<file path="src/rtl/caliptra_axil2apb_bridge.sv">
// AXI4-Lite slave to APB4 master bridge with address window check, round-robin
// read/write arbitration, PSTRB generation and an ACCESS-phase PREADY timeout.
module caliptra_axil2apb_bridge #(
    parameter int                    AXI_ADDR_W  = 40,
    parameter int                    APB_ADDR_W  = 32,
    parameter int                    DATA_W      = 32,
    parameter logic [AXI_ADDR_W-1:0] WIN_BASE    = '0,
    parameter logic [AXI_ADDR_W-1:0] WIN_MASK    = '0,
    parameter bit                    USE_PSTRB   = 1'b1,
    parameter int                    TIMEOUT_CYC = 1024
) (
    input  logic                    core_clk,
    input  logic                    core_rst,

    input  logic                    S_AXI_AWVALID,
    output logic                    S_AXI_AWREADY,
    input  logic [AXI_ADDR_W-1:0]   S_AXI_AWADDR,
    input  logic [2:0]              S_AXI_AWPROT,
    input  logic                    S_AXI_WVALID,
    output logic                    S_AXI_WREADY,
    input  logic [DATA_W-1:0]       S_AXI_WDATA,
    input  logic [DATA_W/8-1:0]     S_AXI_WSTRB,
    output logic                    S_AXI_BVALID,
    input  logic                    S_AXI_BREADY,
    output logic [1:0]              S_AXI_BRESP,
    input  logic                    S_AXI_ARVALID,
    output logic                    S_AXI_ARREADY,
    input  logic [AXI_ADDR_W-1:0]   S_AXI_ARADDR,
    input  logic [2:0]              S_AXI_ARPROT,
    output logic                    S_AXI_RVALID,
    input  logic                    S_AXI_RREADY,
    output logic [DATA_W-1:0]       S_AXI_RDATA,
    output logic [1:0]              S_AXI_RRESP,

    output logic [APB_ADDR_W-1:0]   PADDR,
    output logic [2:0]              PPROT,
    output logic                    PSEL,
    output logic                    PENABLE,
    output logic                    PWRITE,
    output logic [DATA_W-1:0]       PWDATA,
    output logic [DATA_W/8-1:0]     PSTRB,
    input  logic [DATA_W-1:0]       PRDATA,
    input  logic                    PREADY,
    input  logic                    PSLVERR,

    output logic [1:0]              o_dbg_state
);
    localparam int STRB_W = DATA_W / 8;
    localparam int CNT_W  = (TIMEOUT_CYC > 0) ? $clog2(TIMEOUT_CYC + 1) : 1;

    typedef enum logic [1:0] {
        ST_IDLE   = 2'd0,
        ST_SETUP  = 2'd1,
        ST_ACCESS = 2'd2,
        ST_RESP   = 2'd3
    } state_t;

    // Valid/ready: a beat transfers on a rising edge where both are 1. Requests
    // are granted combinationally in IDLE, so every READY is a one-cycle pulse;
    // B/R VALID and their payload hold steady until the matching READY.
    state_t                 r_state, w_next_state;
    logic                   r_wr_first;
    logic [APB_ADDR_W-1:0]  r_paddr;
    logic [2:0]             r_pprot;
    logic                   r_psel, r_penable, r_pwrite;
    logic [DATA_W-1:0]      r_pwdata, r_rdata;
    logic [STRB_W-1:0]      r_pstrb;
    logic                   r_bvalid, r_rvalid;
    logic [1:0]             r_resp;
    logic [CNT_W-1:0]       r_cnt;

    logic                   w_wr_elig, w_rd_elig, w_pick_wr, w_pick_rd, w_idle;
    logic [AXI_ADDR_W-1:0]  w_req_addr;
    logic                   w_in_win, w_resp_hs, w_timeout;
    logic [CNT_W-1:0]       w_cnt_inc;

    assign w_wr_elig  = S_AXI_AWVALID & S_AXI_WVALID;
    assign w_rd_elig  = S_AXI_ARVALID;
    assign w_pick_wr  = w_wr_elig & (~w_rd_elig | r_wr_first);
    assign w_pick_rd  = w_rd_elig & ~w_pick_wr;
    assign w_idle     = (r_state == ST_IDLE) & ~core_rst;
    assign w_req_addr = w_pick_wr ? S_AXI_AWADDR : S_AXI_ARADDR;
    assign w_in_win   = (w_req_addr & WIN_MASK) == WIN_BASE;
    assign w_resp_hs  = (r_bvalid & S_AXI_BREADY) | (r_rvalid & S_AXI_RREADY);
    assign w_cnt_inc  = r_cnt + 1'b1;
    // Fires on the last allowed ACCESS cycle, so exactly TIMEOUT_CYC ACCESS cycles occur.
    assign w_timeout  = (TIMEOUT_CYC != 0) && (w_cnt_inc == CNT_W'(TIMEOUT_CYC));

    assign S_AXI_AWREADY = w_idle & w_pick_wr;
    assign S_AXI_WREADY  = w_idle & w_pick_wr;
    assign S_AXI_ARREADY = w_idle & w_pick_rd;

    always_ff @(posedge core_clk) begin
        if (core_rst) r_state <= ST_IDLE;
        else          r_state <= w_next_state;
    end

    always_comb begin
        w_next_state = r_state;
        case (r_state)
            ST_IDLE:   if (w_pick_wr | w_pick_rd) w_next_state = w_in_win ? ST_SETUP : ST_RESP;
            ST_SETUP:  w_next_state = ST_ACCESS;
            ST_ACCESS: if (PREADY | w_timeout) w_next_state = ST_RESP;
            ST_RESP:   if (w_resp_hs) w_next_state = ST_IDLE;
            default:   w_next_state = ST_IDLE;
        endcase
    end

    always_ff @(posedge core_clk) begin
        if (core_rst) begin
            r_wr_first <= 1'b1;
            r_paddr    <= '0;
            r_pprot    <= '0;
            r_psel     <= 1'b0;
            r_penable  <= 1'b0;
            r_pwrite   <= 1'b0;
            r_pwdata   <= '0;
            r_pstrb    <= '0;
            r_rdata    <= '0;
            r_bvalid   <= 1'b0;
            r_rvalid   <= 1'b0;
            r_resp     <= 2'b00;
            r_cnt      <= '0;
        end else begin
            case (r_state)
                ST_IDLE: begin
                    if (w_pick_wr | w_pick_rd) begin
                        // Whoever wins, the other type is favoured next time.
                        r_wr_first <= ~w_pick_wr;
                        r_pwrite   <= w_pick_wr;
                        r_paddr    <= w_req_addr[APB_ADDR_W-1:0];
                        r_pprot    <= w_pick_wr ? S_AXI_AWPROT : S_AXI_ARPROT;
                        r_pwdata   <= w_pick_wr ? S_AXI_WDATA : '0;
                        r_pstrb    <= w_pick_wr ? (USE_PSTRB ? S_AXI_WSTRB : {STRB_W{1'b1}}) : '0;
                        r_cnt      <= '0;
                        if (w_in_win) begin
                            r_psel <= 1'b1;
                        end else begin
                            r_resp   <= 2'b10;
                            r_rdata  <= '0;
                            r_bvalid <= w_pick_wr;
                            r_rvalid <= ~w_pick_wr;
                        end
                    end
                end
                ST_SETUP: r_penable <= 1'b1;
                ST_ACCESS: begin
                    if (PREADY) begin
                        r_psel    <= 1'b0;
                        r_penable <= 1'b0;
                        r_resp    <= PSLVERR ? 2'b10 : 2'b00;
                        r_rdata   <= r_pwrite ? '0 : PRDATA;
                        r_bvalid  <= r_pwrite;
                        r_rvalid  <= ~r_pwrite;
                    end else if (w_timeout) begin
                        r_psel    <= 1'b0;
                        r_penable <= 1'b0;
                        r_resp    <= 2'b10;
                        r_rdata   <= '0;
                        r_bvalid  <= r_pwrite;
                        r_rvalid  <= ~r_pwrite;
                    end else begin
                        r_cnt <= w_cnt_inc;
                    end
                end
                ST_RESP: begin
                    if (w_resp_hs) begin
                        r_bvalid <= 1'b0;
                        r_rvalid <= 1'b0;
                    end
                end
                default: ;
            endcase
        end
    end

    assign PADDR        = r_paddr;
    assign PPROT        = r_pprot;
    assign PSEL         = r_psel;
    assign PENABLE      = r_penable;
    assign PWRITE       = r_pwrite;
    assign PWDATA       = r_pwdata;
    assign PSTRB        = r_pstrb;
    assign S_AXI_BVALID = r_bvalid;
    assign S_AXI_BRESP  = r_resp;
    assign S_AXI_RVALID = r_rvalid;
    assign S_AXI_RRESP  = r_resp;
    assign S_AXI_RDATA  = r_rdata;
    assign o_dbg_state  = r_state;

endmodule

</file>
<file path="config.mk">
export PLATFORM = sky130hd
export DESIGN_NAME = caliptra_axil2apb_bridge
export DESIGN_NICKNAME = d
export VERILOG_FILES = /design/src/rtl/caliptra_axil2apb_bridge.sv
export SDC_FILE = /design/constraint.sdc
export NUM_CORES = 1
export LEC_CHECK = 0
export CAP_MARGIN = 20
export CORE_UTILIZATION = 30
export CTS_CLUSTER_DIAMETER = 200
export DETAILED_ROUTE_END_ITERATION = 12
export DONT_BUFFER_PORTS = 1
export MAX_ROUTING_LAYER = met4
export PLACE_DENSITY = 0.45
export SETUP_SLACK_MARGIN = 0.3
export SLEW_MARGIN = 25
export SYNTH_ARGS = -nofsm -noshare
export SYNTH_HDL_FRONTEND = slang
export SYNTH_SLANG_ARGS = --single-unit
</file>
<file path="constraint.sdc">
create_clock -name core_clk -period 6.9 [get_ports core_clk]
set_clock_uncertainty 0.1 [all_clocks]
set_input_delay 1.38 -clock core_clk [delete_from_list [all_inputs] [get_ports core_clk]]
set_output_delay 1.38 -clock core_clk [all_outputs]
set_load 0.03 [all_outputs]
</file>
==> summary.txt, run 1 <==
Status
  • Status: complete, no violations

Place
  • DP HPWL: 8900 um
  • IO buf count: 0
  • Gpl congestion: 0.794
  • Placed insts: 582

Detailed routing
  • Mean number of vias per cell: 5.73
  • ANT nets after route: 0
  • Drt total wl: 13,100 um
  • DRC Markers: 0
  • Routed via count: 3,525
  • DR iter-0 viols: 289
  • Pre-antenna DRT Iters: 8
  • Drt wl/cell: 21.3 um

Clock tree
  • TritonCTS Buffers: 17
  • Hold-fix buffer count after cts: 0
  • Post-CTS Setup Repair Bufs: 0
  • Clk sinks: 123
  • CTS tree: yes
  • H-Tree Depth: 4
  • Clock insertion delay at the later pin of the skew report: 0.41 ns
  • CTS resizes: 0
  • Reg clk slew, reported paths: 0.06 ns
  • Root buffer cell: clkbuf_16
  • Clk buf depth: 2

Pwr
  • Clk network pwr share: 37.0%
  • Combinational power share: 17.5%
  • Leak pwr: 1.98 nW
  • PwrDens: 457 nW/um^2
  • Switching pwr: 889 uW
  • Tot Pwr: 2.42 mW
  • VDD IR max: 172 uV
  • Net Sw Frac: 36.7%
  • Flop pwr share: 45.6%
  • Internal: 1.53 mW

STA
  • RSZ-0062 raised after global routing: false
  • Slew headroom: 40.1%
  • # setup viols final: 0
  • Fmax: 224 MHz
  • Setup_tns: 0 ns
  • Max-slew violation count: 0
  • Minimum clock period: 4.46 ns
  • Final Hold Viols: 0
  • Worst-Margin Slew: 0.896 ns
  • Period utilization: 64.7%

Die
  • Die height: 126 um
  • Core Region: 14,800 sq um
  • Die area: 15,800 sq um
  • I/O pin total: 280
  • Starting Density: 31.1%
  • Row cnt: 44
  • DIE WIDTH: 126 um

Global route
  • Largest net degree at the start of global routing: 48
  • Number of global-route vias before repair: 3,509
  • Initial antenna violation count: 0
  • First-pass GRT wire length: 19,600 um
  • Global route overflow: 0
  • Total track usage: 16.9%

Setup path
  • WS Path Type: reg -> out
  • Startpoint type of the worst setup path: flip-flop
  • Crit end category: primary output
  • Crit-path max FO: 46
  • Arr. time, crit path: 2.98 ns
  • Worst Path Required: 5.42 ns

Yosys
  • Number of distinct library cells after synthesis: 58
  • Post-synthesis cell area: 4590 sq um
  • Synth Register Bits: 123
  • Synth Flop Type: dfxtp_1
  • Yosys warning total: 0
  • Post-synth EDFFs: 0
  • Syn Inst Count: 431
  • Synthesized area per cell: 10.7 sq um
  • Asr flop ratio synth: 0%
  • Seq/Total Area, Yosys: 53.6%

Final layout
  • Layout cell share with drive strength beyond 1: 12.8%
  • Syn-to-layout area delta: 15.5%
  • Non-Filler Instances: 615
  • Nets: 585
  • Ant diodes: 0
  • Post-layout util: 36.0%
  • Most common cell after layout, fill and taps aside: dfxtp_1
  • Most frequent cells in the layout: dfxtp_1 (123), a22o_1 (72), nor2_1 (37), a222oi_1 (27), nand2_1 (24)

Worst hold path
  • Hold crit path type: reg -> reg

Job
  • Max_cap viols: 0
## cells in the mapped netlist (all sizes together), types with 3 or more instances
library cell | n | area share (%)
dfxtp | 123 | 54
a32o | 3 | 0.65
and2 | 4 | 0.54
a222oi | 27 | 5.9
nand2b | 3 | 0.41
o311ai | 3 | 0.74
nor3 | 7 | 0.87
nor2 | 37 | 3.0
nand2 | 24 | 2.0
o31ai | 4 | 0.76
inv | 9 | 0.74
nor4 | 3 | 0.41
o21ai | 8 | 0.87
a22o | 72 | 14
nand3 | 7 | 1.1
a21oi | 12 | 1.6
a22oi | 8 | 1.3
clkbuf | 23 | 1.9
buf | 16 | 2.5
ha | 4 | 1.1
## layer usage
metal / GRT usage (%) / share of wire, % / vias up
met5: - / 0 / -
met4: 7.09 / 2.4 / 0
met3: 6.24 / 8.1 / 17
met2: 28.3 / 50 / 200
met1: 18.0 / 39 / 1677
li1: - / - / 1631
## power groups by stage
stage	registers, mW	clock network, mW	logic, mW
after floorplan	1.09	0	0.343
after global placement	1.12	0	0.408
after detailed placement	1.12	0	0.424
after CTS	1.11	0.915	0.424
after global routing	1.12	0.950	0.472
final	1.10	0.896	0.423
## critical path: stages, from the launching register on
cell     delay [ns]
dfxtp_1        0.42
inv_1          0.16
ha_1           0.42
nand3_1        0.18
a21oi_4        0.59
and2_2         0.25
buf_4          0.52
## state kept, by name (all words and copies together) (netlist names)
| signal | flops |
|---|---|
| PSEL | 1 |
| S_AXI_BRESP | 1 |
| PSTRB | 4 |
| PENABLE | 1 |
| r_cnt | 11 |
| PWRITE | 1 |
| S_AXI_RVALID | 1 |
| PPROT | 3 |
| r_wr_first | 1 |
| o_dbg_state | 2 |
| S_AXI_RDATA | 32 |
| PADDR | 32 |
| PWDATA | 32 |
| S_AXI_BVALID | 1 |
## through the flow
step           cell area, sq um  setup slack (ns)  hold WS [ns]
2_1_floorplan              4600              2.75         0.359
3_3_place_gp               4690              2.30         0.430
3_5_place_dp               4690              2.54         0.432
4_1_cts                    5300              2.38         0.452
5_1_grt                    5310              2.20         0.487
6_report                   5310              2.44         0.449
## kinds of logic after synthesis
family,after synthesis,synth area share [%]
simple gates,94,9.64
fa+ha+maj,4,1.09
mux,3,0.708
compound gates,156,29.3
xor+xnor,2,0.381
other cells,1,0.0816
flops,123,53.6
buf+inv,48,5.15
## path summary, 6_finish.rpt
check / startpoint / endpoint / slack [ns] / depth (start not counted)
hold / removal: r_wr_first / r_wr_first / 0.45 / 1
setup reg to reg: o_dbg_state[0] / PWDATA[4] / 3.91 / 7
setup / recovery: o_dbg_state[0] / S_AXI_WREADY / 2.44 / 6
hold reg to reg: r_wr_first / r_wr_first / 0.45 / 1
## area by class of cell
class                      instances  area [sq um]
clock buffer                      20           467
multi-input combinational        261          1930
tap                              184           230
timing repair buffer               6          45.0
fill                            1482          9450
inverter                           9          33.8
clock inverter                    12           138
sequential                       123          2460
No activity file was read; power rests on OpenSTA's default activity.
==> inputs of run 2 (changes only) <==
clock period = 4.7 ns   (was 6.9 ns; I/O delays follow)
==> run 2 against run 1 <==
  * Sequential share of layout area hardly changed
  * Total power is 46% higher
  * Non-clock buffer count is 1 higher
  * Routed wire length is 1.7% lower
  * Sequential power is 47% higher
  * Clock power is 46% higher
  * Clock-buffer cell count is 1 lower
  * Largest power group unchanged
  * Highest routed layer unchanged
==> summary.txt, run 2 (synthesis results as in run 1) <==
Global route
  • Total track usage: 17.0%
  • Initial antenna violation count: 0
  • Number of global-route vias before repair: 3,500
  • First-pass GRT wire length: 19,800 um
  • Largest net degree at the start of global routing: 48
  • Global route overflow: 0

Die
  • Row cnt: 44
  • Starting Density: 31.1%
  • Die area: 15,800 sq um
  • Die height: 126 um
  • Core Region: 14,800 sq um
  • DIE WIDTH: 126 um
  • I/O pin total: 280

STA
  • Final Hold Viols: 0
  • Fmax: 310 MHz
  • Minimum clock period: 3.23 ns
  • Slew headroom: 40.6%
  • RSZ-0062 raised after global routing: false
  • Worst setup margin: 1.47 ns
  • Period utilization: 68.7%
  • # setup viols final: 0
  • Setup_tns: 0 ns
  • Max-slew violation count: 0
  • Worst-Margin Slew: 0.889 ns

Clock tree
  • Hold-fix buffer count after cts: 0
  • H-Tree Depth: 4
  • Post-CTS Setup Repair Bufs: 0
  • Reg clk slew, reported paths: 0.06 ns
  • Clk buf depth: 2
  • CTS tree: yes
  • CTS resizes: 0
  • Clk sinks: 123
  • Clock insertion delay at the later pin of the skew report: 0.41 ns
  • Root buffer cell: clkbuf_16
  • TritonCTS Buffers: 17

Place
  • Gpl congestion: 0.793
  • Worst slack, placed: 1.65 ns
  • DP HPWL: 8890 um
  • IO buf count: 0

Detailed routing
  • Pre-antenna DRT Iters: 5
  • Drt wl/cell: 20.9 um
  • Routed via count: 3,513
  • ANT nets after route: 0
  • DR iter-0 viols: 359
  • Drt total wl: 12,900 um
  • Mean number of vias per cell: 5.70
  • DRC Markers: 0

Job
  • Max_cap viols: 0

Final layout
  • Layout cell share with drive strength beyond 1: 12.7%
  • # fillers: 1,472
  • Most common cell after layout, fill and taps aside: dfxtp_1
  • Most frequent cells in the layout: dfxtp_1 (123), a22o_1 (72), nor2_1 (37), a222oi_1 (27), nand2_1 (24)
  • Nets: 586
  • Ant diodes: 0
  • Syn-to-layout area delta: 15.5%

Pwr
  • VDD IR max: 258 uV
  • Leak pwr: 1.98 nW
  • PwrDens: 669 nW/um^2

Status
  • Status: complete, no violations

Setup path
  • Crit-path max FO: 10
  • Startpoint type of the worst setup path: flip-flop
  • Crit end category: primary output
  • Worst Path Required: 3.66 ns
  • Arr. time, crit path: 2.19 ns
  • WS Path Type: reg -> out

Worst hold path
  • Hold crit path type: reg -> reg
## run 2: cell types whose count changed in the layout (fill, tap and decap cells not counted), sizes merged
cell / delta
clkbuf: -1
clkinv: -2
inv: +3
buf: +1
## run 2: path summary, 6_finish.rpt
| check | cells past startpoint | slack (ns) | from | to |
|---|---|---|---|---|
| worst max-delay path | 5 | 1.47 | o_dbg_state[0] | S_AXI_ARREADY |
| worst min-delay path | 1 | 0.45 | r_wr_first | r_wr_first |
| worst max register to register | 8 | 1.64 | r_cnt[1] | S_AXI_RDATA[1] |
| worst min register to register | 1 | 0.45 | r_wr_first | r_wr_first |
## run 2: worst max-delay path, cell delays in order (launching register included)
cell and delay (ns):
dfxtp_1 0.43, inv_1 0.16, ha_1 0.41, nand2_1 0.16
a31oi_4 0.17, and2_1 0.45
## run 2: final cells by class
cell class	count	area (sq um)	area share [%]
Sequential cell	123	2460	46.4
Multi-Input combinational cell	261	1920	36.3
Clock buffer	19	443	8.35
Tap cell	184	230	4.34
Clock inverter	13	159	3.00
Timing Repair Buffer	7	52.6	0.991
Inverter	9	33.8	0.637
## run 2: report_power, final
group	switching, mW	internal (mW)	total [mW]
Sequential	0.422	1.20	1.62
Clock	0.504	0.810	1.31
Combinational	0.386	0.228	0.614
Total	1.31	2.24	3.55
## run 2: metal layers
layer,up-vias,global-route usage [%],part of all wire (%)
met4,0,8.36,3.1
met1,1667,17.9,39
li1,1636,-,-
met3,24,5.82,7.4
met2,186,28.5,51
met5,-,-,0
## run 2: stage by stage
stage / hold slack, ns / cell area (sq um) / utilization, % / std cells / power (mW)
floorplan: 0.359 / 4600 / - / 432 / 2.10
finish: 0.449 / 5300 / 35.9 / 616 / 3.55
CTS: 0.455 / 5300 / 35.9 / 616 / 3.59
detailed placement: 0.440 / 4700 / 31.9 / 584 / 2.26
global route: 0.465 / 5300 / 35.9 / 616 / 3.74
global placement: 0.427 / 4700 / 31.9 / 584 / 2.25
